`config.mk`:
```
export PLATFORM = sky130hd
export DESIGN_NAME = sort_ctrl_fsm
export DESIGN_NICKNAME = d
export VERILOG_FILES = /design/src/rtl/sort_ctrl_fsm.sv
export SDC_FILE = /design/constraint.sdc
export NUM_CORES = 1
export LEC_CHECK = 0
export ABC_AREA = 1
export BUFFER_PORTS_ARGS = -buffer_cell sky130_fd_sc_hd__buf_2
export CAP_MARGIN = 20
export CORE_MARGIN = 2
export CORE_UTILIZATION = 40
export CTS_BUF_LIST = sky130_fd_sc_hd__clkbuf_2
export DETAILED_ROUTE_END_ITERATION = 10
export PLACE_DENSITY = 0.73
export SETUP_SLACK_MARGIN = 0.5
export SLEW_MARGIN = 20
export SYNTH_ARGS = -nofsm -noshare
export SYNTH_HDL_FRONTEND = slang
export SYNTH_SLANG_ARGS = --single-unit
```
`constraint.sdc`:
```
create_clock -name clk -period 1.4 [get_ports clk]
set_clock_uncertainty 0.15 [all_clocks]
set_input_delay 0.14 -clock clk [delete_from_list [all_inputs] [get_ports clk]]
set_output_delay 0.14 -clock clk [all_outputs]
set_load 0.01 [all_outputs]
```
`src/rtl/sort_ctrl_fsm.sv`:
```
// sort_ctrl_fsm: control FSM for the in-place RAM pairwise exchange sort.
// Sorts ascending over K entries. Optional sort-cycle counter is enabled by
// defining SORT_CYCLE_CNT_EN; otherwise cycles is tied to zero.
module sort_ctrl_fsm #(
  parameter int unsigned CW = 16
) (
  input  logic          clk,
  input  logic          rst,
  input  logic          start,
  input  logic          zi,
  input  logic          zj,
  input  logic          AgtB,
  output logic          busy,
  output logic          Wr,
  output logic          Li,
  output logic          Ei,
  output logic          Lj,
  output logic          Ej,
  output logic          EA,
  output logic          EB,
  output logic          Csel,
  output logic          Bout,
  output logic          done,
  output logic [CW-1:0] cycles
);

  typedef enum logic [3:0] {
    S_IDLE,
    S_LOAD_A,
    S_LOAD_B,
    S_COMPARE,
    S_WR_J,
    S_WR_I,
    S_RELOAD_A,
    S_NEXT_J,
    S_NEXT_I,
    S_DONE
  } state_t;

  state_t state, state_nxt;

  // Next-state selection from current state and datapath flags.
  always_comb begin
    state_nxt = state;
    case (state)
      S_IDLE:     if (start) state_nxt = S_LOAD_A;
      S_LOAD_A:   state_nxt = S_LOAD_B;
      S_LOAD_B:   state_nxt = S_COMPARE;
      S_COMPARE:  state_nxt = AgtB ? S_WR_J : S_NEXT_J;
      S_WR_J:     state_nxt = S_WR_I;
      S_WR_I:     state_nxt = S_RELOAD_A;
      S_RELOAD_A: state_nxt = S_NEXT_J;
      S_NEXT_J:   state_nxt = zj ? S_NEXT_I : S_LOAD_B;
      S_NEXT_I:   state_nxt = zi ? S_DONE : S_LOAD_A;
      S_DONE:     if (!start) state_nxt = S_IDLE;
      default:    state_nxt = S_IDLE;
    endcase
  end

  // State register; Moore strobes are registered by decoding the next state,
  // so each strobe is valid for exactly the cycle spent in its state.
  always_ff @(posedge clk or posedge rst) begin
    if (rst) begin
      state <= S_IDLE;
      busy  <= 1'b0;
      Wr    <= 1'b0;
      Lj    <= 1'b0;
      EA    <= 1'b0;
      EB    <= 1'b0;
      Csel  <= 1'b0;
      Bout  <= 1'b0;
      done  <= 1'b0;
    end else begin
      state <= state_nxt;
      busy  <= !(state_nxt inside {S_IDLE, S_DONE});
      Wr    <= state_nxt inside {S_WR_J, S_WR_I};
      Lj    <= (state_nxt == S_LOAD_A);
      EA    <= state_nxt inside {S_LOAD_A, S_RELOAD_A};
      EB    <= (state_nxt == S_LOAD_B);
      Csel  <= state_nxt inside {S_LOAD_B, S_WR_J};
      Bout  <= (state_nxt == S_WR_I);
      done  <= (state_nxt == S_DONE);
    end
  end

  // Flag-qualified strobes: Li is the Mealy start acknowledge; Ei/Ej depend
  // on the live zi/zj flags in NEXT_I/NEXT_J. rst masks Li while asserted.
  always_comb begin
    Li = (state == S_IDLE) && start && !rst;
    Ei = (state == S_NEXT_I) && !zi;
    Ej = (state == S_NEXT_J) && !zj;
  end

`ifdef SORT_CYCLE_CNT_EN
  logic [CW-1:0] cnt_q;

  // Sort-cycle counter: cleared on start acceptance, counts busy cycles
  // with saturation, holds in DONE/IDLE.
  always_ff @(posedge clk or posedge rst) begin
    if (rst) begin
      cnt_q <= '0;
    end else if (state == S_IDLE && start) begin
      cnt_q <= '0;
    end else if (busy && cnt_q != '1) begin
      cnt_q <= cnt_q + 1'b1;
    end
  end

  assign cycles = cnt_q;
`else
  assign cycles = '0;
`endif

endmodule

```
After elaboration in Yosys (flattened, before gate mapping)
Cells that the tools add are included.
W data, S select, Z words.
{"block": "word_totals", "ff_bits": 12, "in_bits": 6, "output_inout_bits": 27, "wordCells": 44}
{"block": "classes", "eq_ne": 15, "muxes": 6, "n_reduce_logical": 14}
{"operator": "$pmux W4 S10", "count": 1}
{"operator": "$eq A4 B3 Y1 const B", "count": 7}
{"operator": "$mux W4", "count": 4}
{"operator": "$eq A4 B2 Y1 const B", "count": 3}
{"operator": "$eq A4 B4 Y1 const B", "count": 3}
{"operator": "$eq A4 B1 Y1 const B", "count": 2}
{"operator": "$logic_not A4 Y1", "count": 2}
{"operator": "$reduce_bool A2 Y1", "count": 4}
{"operator": "$logic_and A1 B1 Y1", "count": 4}
{"operator": "$logic_not A1 Y1", "count": 4}
{"operator": "$mux W2", "count": 1}

Depth between registers and ports, before layout
{"block": "logic_depth", "ltp_word": 5, "mapped_depth": 9, "ltp_nobuf": 9}

Least setup slack after synthesis
Ideal clock, no wire load.
{"block": "synth_timing", "path_kind": "reg-to-reg", "start": "register state[1]", "end": "register Csel", "t_arrival_ns": 1.050, "required_time_ns": 1.131, "path_slack_ns": 0.080, "path_stages_with_launch": 10, "path_cell_list": "dfrtp_1 > buf_4 > nand2_1 > nor2_1 > nand2_1 > nand2_1 > nor2_2 > inv_2 > nand3_1 > nand2_1"}
{"block": "synth_via", "elab_chain_len": 4, "elab_cells_between_ends": 16, "cone_classes": "eq/ne (11); mux (3); reduce/logical (2)"}
{"item": "start: declaration", "line": "40", "rtl": "state_t state, state_nxt;"}
{"item": "start signal: assignment", "line": "74", "rtl": "state <= state_nxt;"}
{"item": "$eq A4 B4 Y1, or another cell as far along", "line": "45", "rtl": "case (state)"}
{"item": "$pmux W4 S10 (*)", "line": "45"}
{"item": "net state_nxt[1]", "line": "40"}
{"item": "$eq A4 B2 Y1 or $eq A4 B3 Y1 (tied branches)", "line": "80", "rtl": "Csel <= state_nxt inside {S_LOAD_B, S_WR_J};"}
{"item": "$reduce_bool A2 Y1 (*)", "line": "80"}
{"item": "end signal: assignment", "line": "80"}
{"item": "end: declaration", "line": "21", "rtl": "output logic Csel,"}
Mark *: on every way through the listed nets, which the timed path passes. The rest lies on a longest branch.

Final worst setup path
{"block": "layout_timing", "start": "register state[0]", "end": "output port Ei"}
{"block": "layout_via", "elab_chain_len": 2}
{"item": "$eq A4 B4 Y1", "line": "90", "rtl": "Ei = (state == S_NEXT_I) && !zi;"}
{"item": "$logic_and A1 B1 Y1", "line": "90"}
{"item": "end: declaration", "line": "16", "rtl": "output logic Ei,"}
No other way between the ends.

==> impl_metrics.env <==
export IMPL_maxCapViolCount=0
export IMPL_worstSetupPathType="reg2out"
export IMPL_rows=15
export IMPL_path_max_fanout=5
export IMPL_crit_buf_inv=2
export IMPL_start_util=0.419
export IMPL_place_area_sq_um=774
export IMPL_path_delay_family="flip-flops"
export IMPL_clkLatencyLatePin_ns=0.27
export IMPL_antenna_found_initial=0
export IMPL_syn_area_per_cell_sq_um=7.30
export IMPL_post_route_min_period_ns=1.61
export IMPL_ir_drop_uv=1080
export IMPL_fmax_mhz=622
export IMPL_worst_slack_ns=-0.208
export IMPL_via_per_inst=5.09
export IMPL_cts_tree="yes"
export IMPL_final_seq_area_sq_um=304
export IMPL_cts_buffers=3
export IMPL_start_kind="register"
export IMPL_status="finished, violations left"
export IMPL_worstPathRequired_ns=1.11
export IMPL_fin_cells=152
export IMPL_cts_root_buffer="clkbuf_2"
export IMPL_rsz0062_at_grt="true"
export IMPL_drc=0
export IMPL_wl_per_cell_microns=14.4
export IMPL_crit_path_cell_trace="nor2_4 -> nand2_2 -> buf_6 -> nor2_4 -> buf_6"
export IMPL_ys_seq_elements=12
export IMPL_grt_pass1_vias=613
export IMPL_die_area_sq_um=2120
export IMPL_powerDensity_nw_per_um2=2330
export IMPL_cts_reportedPaths_clkPinSlew_ns=0.13
export IMPL_ant_nets=0
export IMPL_hold_violations=12
export IMPL_violations="negative hold slack, negative setup slack"
export IMPL_dp_cells=131
export IMPL_grt_ovfl_total=0
export IMPL_multi_input_area_sq_um=470
export IMPL_drt_iter0_drc=29
export IMPL_synth_area_sq_um=708
export IMPL_critPathCaptureType="primary output"
export IMPL_grt_max_degree=13
export IMPL_dpl_hpwl_microns=1020
export IMPL_antenna_cells=0
export IMPL_fin_setup_tns_ns=-1.51
export IMPL_h_tree_depth=1
export IMPL_fin_crit_sh=1.15
export IMPL_clock_path_buffers=2
export IMPL_dr_total_vias=773
export IMPL_worst_path_max_delay_cell="dfrtp_2"
export IMPL_track_usage=0.180
export IMPL_stdcell_area_sq_um=1150
export IMPL_synth_distinct_cells=12
export IMPL_fill_cells=130
export IMPL_fin_hold_ws_ns=-0.287
export IMPL_max_stage_delay_ns=0.50
export IMPL_dr_pass1_iters=4
export IMPL_die_h_microns=46.1
export IMPL_finalMaxSlewViolations=0
export IMPL_hp_class="in2async"
export IMPL_routed_wirelength_microns=2200
export IMPL_syn_inst=97
export IMPL_total_power_mw=2.68
export IMPL_critical_path_arrival_ns=1.32
export IMPL_yosysWarnings=0
export IMPL_synth_seq_area_share=0.424
export IMPL_synthTopCellsByArea="dfrtp_1 (42%), buf_4 (18%), nand2_1 (12%)"
export IMPL_grt_first_pass_wirelength_microns=2600
export IMPL_core_area_sq_um=1690
export IMPL_die_w_microns=46.1
export IMPL_setup_viol=12
export IMPL_place_congestion=0.873
export IMPL_io_pins=33
export IMPL_yosysTopAreaCell="dfrtp_1"
export IMPL_nets=142
export IMPL_cts_sinks=12
export IMPL_drive_above_1_share=0.600
export IMPL_power_leakage_nw=0.649
export IMPL_port_buffers=16
export IMPL_area_growth_pct=62.4
export IMPL_synth_top_area_share=0.424
==> report_power, final <==
| part | switching [mW] | internal, mW | leakage, nW |
|---|---|---|---|
| Combinational | 1.02 | 0.847 | 0.485 |
| Clock | 0.118 | 0.0621 | 0.0140 |
| Sequential | 0.146 | 0.484 | 0.150 |
==> final cells by class <==
class / count / area share
Clock buffer: 3 / 0.0131
Clock inverter: 1 / 0.00326
Inverter: 11 / 0.0424
Multi-Input combinational cell: 72 / 0.409
Sequential cell: 12 / 0.264
Tap cell: 17 / 0.0185
Timing Repair Buffer: 36 / 0.249
==> registers in the layout (all words and copies together), names as in the netlist <==
name	cells
busy	1
Wr	1
EB	1
Bout	1
Csel	1
done	1
state	4
EA	1
Lj	1
==> cell usage after synthesis <==
library cell / count
nand2_1: 22
nor2_1: 19
buf_4: 17
dfrtp_1: 12
nand3_1: 10
inv_1: 9
a21oi_1: 2
inv_2: 2
a21o_2: 1
conb_1: 1
nand4_1: 1
nor2_2: 1
==> cell usage in the layout, fill, tap and decap left out, types with 3 or more instances in the layout <==
| cell type | instances |
|---|---|
| dfrtp_1 | 9 |
| inv_1 | 6 |
| nand2_1 | 12 |
| buf_6 | 13 |
| dfrtp_2 | 3 |
| conb_1 | 16 |
| nand2_2 | 7 |
| inv_2 | 3 |
| nand2_4 | 3 |
| nor2_1 | 4 |
| buf_4 | 10 |
| buf_2 | 13 |
| nor2_2 | 6 |
| nand3_2 | 4 |
| nor2_4 | 10 |
| nand3_1 | 5 |
| clkbuf_2 | 3 |
==> metal layers <==
layer  global-route usage  up-vias  wire [microns]
met5                    0        -               0
met4                0.160        0             140
met3               0.0471       20             156
met2                0.292       58            1090
met1                0.190      350             813
li1                     -      345               -
==> cells by family (layout without fill, tap and decap cells) <==
logic type | count (synthesis) | in the layout | share of synthesized area
AOI/OAI and AO/OA | 3 | 3 | 0.0265
buffers and inverters | 28 | 51 | 0.239
DFF | 12 | 12 | 0.424
other | 1 | 16 | 0.00530
and+or+nand+nor | 53 | 53 | 0.306
==> stage by stage <==
step | setup slack, ns | util
2_1_floorplan | 0.105 | -
3_3_place_gp | -0.107 | 0.459
3_5_place_dp | -0.0937 | 0.459
4_1_cts | -0.125 | 0.544
5_1_grt | -0.258 | 0.681
6_report | -0.208 | 0.681
==> worst paths after layout <==
check                         start        to  slack [ns]  depth (start not counted)
hold reg to reg            state[3]        EA        0.64                          4
max in group asynchronous       rst  state[1]        1.03                          2
setup reg to reg           state[3]        Lj       -0.16                          8
setup / recovery           state[0]        Ei       -0.21                          5
hold / removal                  rst  state[0]       -0.29                          2
min in group clk                 zi      done        0.11                          3
==> worst reg2reg max path, cell delays in order (launching register included) <==
cell     delay (ns)
dfrtp_1        0.45
inv_2          0.14
nor2_4         0.05
buf_6          0.12
nand3_1        0.13
nand3_2        0.14
nor2_4         0.15
nand3_1        0.11
inv_1          0.09
==> what timing repair did <==
action | in CTS | in global routing
hold endpoints to repair | 13 | 12
gates resized for setup | 20 | 43
setup buffers | 9 | 8
endpoints found under the setup margin | 23 | 23
pin swaps | 5 | 15
Power figures use the tool's default switching activity.
